**src/rtl/wb_port_sequencer.sv**
```systemverilog
// Arbitrates the single register-file write port between MEM/WB writeback and a
// long-latency unit, splitting fp double results into two consecutive 32-bit writes.
module wb_port_sequencer #(
    parameter int STARVE_LIMIT = 4,
    parameter int CNT_W        = 4
) (
    input  logic        clk,
    input  logic        rst_n,
    input  logic        wb_regwrite,
    input  logic        wb_mem_read,
    input  logic [1:0]  wb_float,
    input  logic [4:0]  wb_dest,
    input  logic [31:0] wb_mem_data,
    input  logic [63:0] wb_alu_res,
    input  logic        lu_req,
    input  logic        lu_fp,
    input  logic [4:0]  lu_dest,
    input  logic [31:0] lu_data,
    output logic        lu_ack,
    output logic        stall_o,
    output logic        rf_we,
    output logic        rf_fp,
    output logic [4:0]  rf_addr,
    output logic [31:0] rf_wdata
);

    typedef enum logic {IDLE, HI} state_t;

    state_t             state_q, state_d;
    logic [CNT_W-1:0]   wait_q, wait_d;
    logic [31:0]        hi_buf_q, hi_buf_d;
    logic [4:0]         hi_addr_q, hi_addr_d;
    logic               we_q, we_d;
    logic               fp_q, fp_d;
    logic [4:0]         addr_q, addr_d;
    logic [31:0]        wdata_q, wdata_d;
    logic               ack_c, stall_c;
    logic               int_rf, pv, is_dbl, starve;
    logic [31:0]        pipe_wdata;

    always_comb begin
        int_rf     = (wb_float == 2'b00) || (wb_float == 2'b11);
        pv         = wb_regwrite && !(int_rf && (wb_dest == 5'd0));
        is_dbl     = (wb_float == 2'b10) && !wb_mem_read;
        pipe_wdata = wb_mem_read ? wb_mem_data : wb_alu_res[31:0];
        starve     = lu_req && (wait_q == CNT_W'(STARVE_LIMIT));

        state_d   = state_q;
        hi_buf_d  = hi_buf_q;
        hi_addr_d = hi_addr_q;
        we_d      = 1'b0;
        fp_d      = fp_q;
        addr_d    = addr_q;
        wdata_d   = wdata_q;
        ack_c     = 1'b0;
        stall_c   = 1'b0;

        case (state_q)
            IDLE: begin
                // A starved long-latency request beats the pipe, which must then hold.
                if (starve) begin
                    ack_c   = 1'b1;
                    we_d    = 1'b1;
                    fp_d    = lu_fp;
                    addr_d  = lu_dest;
                    wdata_d = lu_data;
                    stall_c = pv;
                end else if (pv) begin
                    we_d    = 1'b1;
                    fp_d    = !int_rf;
                    addr_d  = wb_dest;
                    wdata_d = pipe_wdata;
                    if (is_dbl) begin
                        hi_buf_d  = wb_alu_res[63:32];
                        hi_addr_d = wb_dest + 5'd1;
                        stall_c   = 1'b1;
                        state_d   = HI;
                    end
                end else if (lu_req) begin
                    ack_c   = 1'b1;
                    we_d    = 1'b1;
                    fp_d    = lu_fp;
                    addr_d  = lu_dest;
                    wdata_d = lu_data;
                end
            end
            HI: begin
                we_d    = 1'b1;
                fp_d    = 1'b1;
                addr_d  = hi_addr_q;
                wdata_d = hi_buf_q;
                state_d = IDLE;
            end
            default: state_d = IDLE;
        endcase

        // The wait counter also clears when a request vanishes without an ack.
        if (ack_c) begin
            wait_d = '0;
        end else if (lu_req) begin
            wait_d = (wait_q == CNT_W'(STARVE_LIMIT)) ? wait_q : wait_q + CNT_W'(1);
        end else begin
            wait_d = '0;
        end
    end

    always_ff @(posedge clk or negedge rst_n) begin
        if (!rst_n) begin
            state_q   <= IDLE;
            wait_q    <= '0;
            hi_buf_q  <= '0;
            hi_addr_q <= '0;
            we_q      <= 1'b0;
            fp_q      <= 1'b0;
            addr_q    <= '0;
            wdata_q   <= '0;
        end else begin
            state_q   <= state_d;
            wait_q    <= wait_d;
            hi_buf_q  <= hi_buf_d;
            hi_addr_q <= hi_addr_d;
            we_q      <= we_d;
            fp_q      <= fp_d;
            addr_q    <= addr_d;
            wdata_q   <= wdata_d;
        end
    end

    assign lu_ack   = ack_c && rst_n;
    assign stall_o  = stall_c && rst_n;
    assign rf_we    = we_q;
    assign rf_fp    = fp_q;
    assign rf_addr  = addr_q;
    assign rf_wdata = wdata_q;

endmodule

```
**config.mk**
```make
export PLATFORM = sky130hd
export DESIGN_NAME = wb_port_sequencer
export DESIGN_NICKNAME = d
export VERILOG_FILES = /design/src/rtl/wb_port_sequencer.sv
export SDC_FILE = /design/constraint.sdc
export NUM_CORES = 1
export LEC_CHECK = 0
export CAP_MARGIN = 25
export CORE_AREA = 2 2 124 126
export DETAILED_ROUTE_END_ITERATION = 10
export DIE_AREA = 0 0 126 128
export GPL_TIMING_DRIVEN = 0
export PLACE_DENSITY = 0.7
export SYNTH_ARGS = -nofsm -noshare
export SYNTH_HDL_FRONTEND = slang
export SYNTH_SLANG_ARGS = --single-unit
export TNS_END_PERCENT = 30
```
**constraint.sdc**
```tcl
create_clock -name clk -period 5.9 [get_ports clk]
set_input_delay 1.77 -clock clk [delete_from_list [all_inputs] [get_ports clk]]
set_output_delay 1.77 -clock clk [all_outputs]
set_load 0.02 [all_outputs]
```
==> impl_summary.txt, run 1 <==
----------------------------------------------------
[Clocking]
  Count of H-tree levels built during CTS ... 3
  Buffer levels on the longest clock path ... 2
  Number of buffers inserted during clock tree synthesis ... 9
  Clock slew at the register clock pins of the worst setup and hold paths ... 60 ps
  Number of buffers inserted by hold repair at cts ... 0
  Master cell of the clock root buffer ... sky130_fd_sc_hd__clkbuf_16
  Clock tree from TritonCTS ... done
  Clock latency on the worst-skew pair ... 330 ps
  CTS Sinks ... 81

[Yosys]
  Synthesized net count ... 532
  Average cell area after synthesis ... 11.3 sq um
  Compound-Gate Fraction of Synth Area ... 10.8%
  Most frequently used cell type in the post-synthesis netlist ... sky130_fd_sc_hd__dfrtp_1
  Share of synthesized cell area in full adder, half adder and majority cells ... 1.45%
  Simple-gate portion of the synthesized area ... 10.1%
  Combinational family with the most area after synthesis ... multiplexers
  Mux contribution to synthesized area ... 25.5%
  Leading area contributor after synthesis ... sky130_fd_sc_hd__dfrtp_1
  Top cells by area, synth ... sky130_fd_sc_hd__dfrtp_1, sky130_fd_sc_hd__mux2_2, sky130_fd_sc_hd__mux2i_1, sky130_fd_sc_hd__o221ai_1, sky130_fd_sc_hd__nand3_1
  Post-synth top cells ... sky130_fd_sc_hd__dfrtp_1, sky130_fd_sc_hd__mux2_2, sky130_fd_sc_hd__mux2i_1
  Main synth FF type ... sky130_fd_sc_hd__dfrtp_1
  Post-synth top area share ... 46.9%
  Asr flop ratio synth ... 100%
  Cell variety after synth ... 36
  Post-synth EDFFs ... 0
  Fraction of the yosys area taken by sequential cells ... 46.9%
  Synth Area in XOR/XNOR ... 1.01%
  Syn Std Cell Area ... 4320 sq um
  Number of register bits inferred by synthesis ... 81
  Number of instances in the synthesized netlist ... 381
  Warnings from Yosys ... 0

[Floorplan]
  Die Width ... 126 um
  Die height ... 128 um
  Starting utilization of the core area ... 29.1%
  Die area ... 16,100 sq um
  Row Count ... 45
  Number of placed I/O pins ... 187
  Core area ... 14,900 sq um

[Timing]
  Final setup TNS ... 0 ps
  Portion of the clock cycle consumed by the worst path in the final layout ... 95.3%
  Pin slew with the least headroom to its limit ... 719 ps
  Count of final hold-check violations ... 0
  Final worst-path setup slack ... 277 ps
  Max-slew headroom at the worst pin ... 52.1%
  RSZ-0062 raised after global routing ... false
  Final period demand of the worst path ... 5620 ps
  Final max-slew violation count ... 0
  Max Fclk ... 178 MHz
  Finish-stage setup viols ... 0
  Fin Clk Skew ... 8.21 ps

[Place]
  HPWL after detailed placement ... 11,000 um
  Final weighted congestion of routability-driven global placement ... 0.817
  Pre-CTS WS ... -205 ps
  Buffers added on ports ... 183

[Cells and area]
  Final net count ... 728
  Diode count ... 0
  P&R area growth vs syn ... 55.0%
  Filler Cell Count ... 1,411
  Share of layout cells above drive strength 1 ... 17.7%

[Critical path]
  Register-to-Register Setup Slack ... 3720 ps
  Count of buffering cells on the critical path with inverters included ... 3
  Peak per-stage delay on the critical path ... 610 ps
  Maximum fanout count along the critical path ... 5
  Cell with the biggest individual delay on the critical path ... sky130_fd_sc_hd__clkdlybuf4s50_1
  Worst Setup End Kind ... primary output
  Critical path's most frequent cell ... sky130_fd_sc_hd__clkdlybuf4s50_1
  Worst EP required ... 4130 ps
  Cell family contributing the most delay on the critical path ... buffers and inverters
  Category of the worst setup path launch point ... primary input
  Arrival time reported for the critical path endpoint ... 3850 ps
  Worst path cell trace ... clkdlybuf4s50_1, inv_1, ha_1, nand4bb_4, o21a_1, o2111a_1, clkdlybuf4s50_1
  Path type of the worst setup path ... in2out

[Flow run]
  # Max-Cap Violations ... 0

[Drt]
  Count of unresolved DRC violations after routing ... 0
  Wire length per cell ... 18.4 um
  Via count ... 3,858
  Drt first pass iters ... 6
  Vias per Instance ... 5.02
  Number of DRC violations after detailed-routing iteration 0 ... 170
  Final routed wirelength across all metal layers ... 14,100 um
  Remaining antenna violation count ... 0

[Global routing]
  Total grt overflow ... 0
  Vias in the first global route ... 4,062
  Global routing usage summed across all routing layers ... 17.3%
  Pin count of the biggest net entering global routing ... 59
  Antenna violations before repair ... 0
  First-pass GRT wire length ... 22,000 um

[Pwr]
  Largest voltage drop on the vdd net ... 0.128 mV
  Power density over the cells ... 244 nW/um^2
  Cell leakage power ... 2.76 nW

[Status]
  Run status ... finished clean

[Min path]
  Min-Delay Path Class ... reg2reg

----------------------------------------------------
-- area by class of cell --
class	instances	area (sq um)	area share [%]
buffer	31	155	2.31
clock buffer	12	246	3.68
clock inverter	3	17.5	0.261
inverter	9	33.8	0.504
multi-input combinational	260	2120	31.6
sequential	81	2030	30.2
tap	188	235	3.51
timing repair buffer	185	1870	27.9
-- metrics by stage --
step / instance area (sq um) / hold WS (ps) / total power [mW] / util, % / instances
final: 6700 / 485 / 1.64 / 45.1 / 769
after floorplan: 4320 / 450 / 0.904 / - / 381
after detailed placement: 6420 / 473 / 1.14 / 43.2 / 753
after CTS: 6700 / 487 / 1.66 / 45.1 / 769
after global routing: 6700 / 509 / 1.72 / 45.1 / 769
after global placement: 6390 / 463 / 1.12 / 43.0 / 752
-- registers in the layout, summed over array words and instances, names as in the netlist --
name       count
rf_fp          1
hi_addr_q      5
wait_q         4
hi_buf_q      32
state_q        1
rf_we          1
rf_wdata      32
rf_addr        5
-- layer usage --
metal / up-vias / global-route usage [%] / share of wire [%]
met2: 93 / 30.8 / 52
li1: 1801 / - / -
met3: 16 / 3.38 / 4.0
met5: - / 0 / 0
met4: 0 / 5.04 / 2.0
met1: 1948 / 21.4 / 42
-- logic make-up after synthesis --
group / count (synthesis)
multiplexers: 102
AND/OR/NAND/NOR: 94
flip-flops: 81
AO/OA/AOI/OAI: 54
buffers and inverters: 40
XOR/XNOR: 5
adder cells (fa/ha/maj): 5
-- worst register-to-register path: cells and delay by family (launching register included) --
| family | cells | cell delay (ps) |
|---|---|---|
| flops | 1 | 420 |
| compound gates | 2 | 360 |
| simple gates | 1 | 280 |
| buf+inv | 3 | 480 |
| fa+ha+maj | 1 | 180 |
| mux | 1 | 320 |
-- worst paths after layout --
check / cells past startpoint / end / startpoint
worst max-delay path: 7 / stall_o / wb_dest[0]
worst min-delay path: 2 / hi_addr_q[0]$_DFFE_PN0P_ / hi_addr_q[0]$_DFFE_PN0P_
worst max register to register: 8 / rf_wdata[18]$_DFFE_PN0P_ / wait_q[0]$_DFFE_PN0P_
worst min register to register: 2 / hi_addr_q[0]$_DFFE_PN0P_ / hi_addr_q[0]$_DFFE_PN0P_
max in group asynchronous: 2 / rf_wdata[29]$_DFFE_PN0P_ / rst_n
min in group asynchronous: 1 / rf_wdata[1]$_DFFE_PN0P_ / rst_n
-- placed cells by master (no fill, tap or decap), drive strengths merged, types with 2 or more instances in the layout --
cell type,n
clkdlybuf4s50,181
dfrtp,81
mux2,65
mux2i,37
nor2,30
nand2,29
clkbuf,29
nand3,27
o221ai,23
buf,17
a221oi,14
inv,9
o21ai,7
ha,5
xor2,4
a21oi,3
clkinv,2
o211ai,2
-- what timing repair did --
action                                  4_1_cts  5_1_grt
endpoints found under the hold margin         0        0
buffers inserted                              1        0
resized for setup                             2        1
endpoints found under the setup margin        1        1
pin swaps                                     1        0
-- where the power goes --
| group | switching [mW] | internal (mW) | total [mW] |
|---|---|---|---|
| Combinational | 0.185 | 0.250 | 0.434 |
| Clock | 0.214 | 0.293 | 0.507 |
| Sequential | 0.0489 | 0.647 | 0.696 |
| Total | 0.447 | 1.19 | 1.64 |
(Power assumes the default switching activity.)
==> inputs of run 2 (changes only) <==
Settings changed: CORE_AREA 2 2 124 126 to 2 2 100 102, DIE_AREA 0 0 126 128 to 0 0 102 104, PLACE_DENSITY 0.7 to 0.95.
Clock period 5.9 ns to 6.6 ns, I/O delays scaled along.
==> impl_summary.txt, run 2 (synthesis results as in run 1) <==
----------------------------------------------------
[Status]
  Run status ... finished clean

[Drt]
  Drt first pass iters ... 4
  Via count ... 3,925
  Vias per Instance ... 5.50
  Final routed wirelength across all metal layers ... 13,400 um
  Number of DRC violations after detailed-routing iteration 0 ... 157
  Remaining antenna violation count ... 0
  Wire length per cell ... 18.7 um
  Count of unresolved DRC violations after routing ... 0

[Clocking]
  Count of H-tree levels built during CTS ... 3
  Clock tree from TritonCTS ... done
  Buffers inserted during post-CTS setup optimization ... 0
  Clock slew at the register clock pins of the worst setup and hold paths ... 80 ps
  Buffer levels on the longest clock path ... 2
  Number of buffers inserted during clock tree synthesis ... 9
  Master cell of the clock root buffer ... sky130_fd_sc_hd__clkbuf_8
  CTS Sinks ... 81
  CTS-repair resized insts ... 0
  Number of buffers inserted by hold repair at cts ... 0
  Clock latency on the worst-skew pair ... 360 ps

[Timing]
  RSZ-0062 raised after global routing ... false
  Fin Clk Skew ... 12.7 ps
  Count of final hold-check violations ... 0
  Max-slew headroom at the worst pin ... 48.3%
  Portion of the clock cycle consumed by the worst path in the final layout ... 97.5%
  Final worst-path setup slack ... 168 ps
  Final max-slew violation count ... 0
  Final period demand of the worst path ... 6430 ps
  Pin slew with the least headroom to its limit ... 776 ps
  Max Fclk ... 155 MHz
  Finish-stage setup viols ... 0

[Min path]
  Startpoint of the most critical hold path ... hi_buf_q[17]$_DFFE_PN0P_
  Endpoint with the worst hold slack ... rf_wdata[17]$_DFFE_PN0P_
  Worst hold path cell count ... 2
  Min-Delay Path Class ... reg2reg

[Flow run]
  # Max-Cap Violations ... 0

[Critical path]
  Path type of the worst setup path ... in2out
  Cell family contributing the most delay on the critical path ... buffers and inverters
  Category of the worst setup path launch point ... primary input
  Arrival time reported for the critical path endpoint ... 4450 ps
  Maximum fanout count along the critical path ... 10
  Critical path's most frequent cell ... sky130_fd_sc_hd__clkdlybuf4s50_1
  Count of buffering cells on the critical path with inverters included ... 4
  Worst Setup End Kind ... primary output
  Worst reg-to-reg path cell count ... 6
  Worst EP required ... 4620 ps
  Cell with the biggest individual delay on the critical path ... sky130_fd_sc_hd__clkdlybuf4s50_1
  Register-to-Register Setup Slack ... 4530 ps
  Reg-to-reg critical path endpoint ... hi_buf_q[2]$_DFFE_PN0P_
  Launch instance of the worst register-to-register path ... wait_q[1]$_DFFE_PN0P_
  Peak per-stage delay on the critical path ... 600 ps
  Worst path cell trace ... clkdlybuf4s50_1, inv_1, ha_1, nand4bb_4, o211ai_2, buf_4, and4_1, clkdlybuf4s50_1

[Floorplan]
  Row Count ... 36
  Core area ... 9550 sq um
  Die height ... 104 um
  Die Width ... 102 um
  Number of placed I/O pins ... 187
  Die area ... 10,600 sq um
  Starting utilization of the core area ... 45.3%

[Place]
  HPWL after detailed placement ... 10,500 um
  Pre-CTS WS ... 152 ps
  Placed instance area ... 6340 sq um
  Final weighted congestion of routability-driven global placement ... 0.821
  Buffers added on ports ... 183

[Cells and area]
  Commonest non-fill, non-tap cells in the layout ... sky130_fd_sc_hd__clkdlybuf4s50_1, sky130_fd_sc_hd__dfrtp_1, sky130_fd_sc_hd__mux2_2, sky130_fd_sc_hd__mux2i_1, sky130_fd_sc_hd__nor2_1
  Diode count ... 0
  P&R area growth vs syn ... 51.7%
  Final standard cell area without fillers ... 6560 sq um
  Final net count ... 727
  Share of layout cells above drive strength 1 ... 17.9%
  Most frequent standard cell in the layout excluding fill and tap cells ... sky130_fd_sc_hd__clkdlybuf4s50_1

[Global routing]
  Antenna violations before repair ... 0
  Vias in the first global route ... 4,406
  Pin count of the biggest net entering global routing ... 43
  Total grt overflow ... 0
  First-pass GRT wire length ... 21,800 um
  Global routing usage summed across all routing layers ... 26.4%

[Pwr]
  Largest voltage drop on the vdd net ... 0.130 mV
  Cell leakage power ... 2.71 nW
  Power Total ... 1.41 mW
  Power density over the cells ... 215 nW/um^2

----------------------------------------------------
## run 2: cell count changes in the layout (fill, tap and decap cells not counted), moves of 2 or more
cell	change
sky130_fd_sc_hd__clkbuf_16	-9
sky130_fd_sc_hd__clkinv_4	+2
sky130_fd_sc_hd__bufinv_16	+2
sky130_fd_sc_hd__clkbuf_8	+8
sky130_fd_sc_hd__clkinv_2	-2
## run 2: worst max path at each step
stage | start | endpoint | cells after the start
floorplan | wb_float[0] | lu_ack | 6
global route | wb_float[0] | lu_ack | 8
global placement | rst_n | stall_o | 3
finish | wb_float[0] | lu_ack | 8
detailed placement | wb_float[0] | lu_ack | 8
CTS | wb_float[0] | lu_ack | 8
## run 2: area by class of cell
| type | count | area, sq um |
|---|---|---|
| clock inverters | 6 | 92.6 |
| inverters | 9 | 33.8 |
| repair buffers | 184 | 1850 |
| multi-input cells | 260 | 2110 |
| fillers | 743 | 2990 |
| flip-flops and latches | 81 | 2030 |
| plain buffers | 31 | 151 |
| well taps | 133 | 166 |
| clock buffers | 10 | 128 |
## run 2: power breakdown
group | internal [mW] | total, mW | switching, mW
sequential | 0.578 | 0.625 | 0.0473
clock | 0.214 | 0.404 | 0.190
combinational | 0.222 | 0.384 | 0.162
total | 1.01 | 1.41 | 0.399
## run 2: tightest hold or removal path, stage by stage, from the launching register on
cell and delay (ps):
sky130_fd_sc_hd__dfrtp_1 350, sky130_fd_sc_hd__nand2_1 50, sky130_fd_sc_hd__o221ai_1 50
## run 2: stage by stage
step,TNS (ps),instances,util [%],hold WS (ps)
2_1_floorplan,0,381,-,450
3_3_place_gp,-3040,697,66.2,464
3_5_place_dp,0,698,66.4,471
4_1_cts,0,714,68.7,491
5_1_grt,0,714,68.7,517
6_report,0,714,68.7,488
## run 2: routing by layer
layer,GRT usage (%),vias up,wire (um)
met2,45.1,172,6920
met5,0,-,0
li1,-,1788,-
met4,11.5,0,510
met1,32.6,1919,5230
met3,4.37,46,709
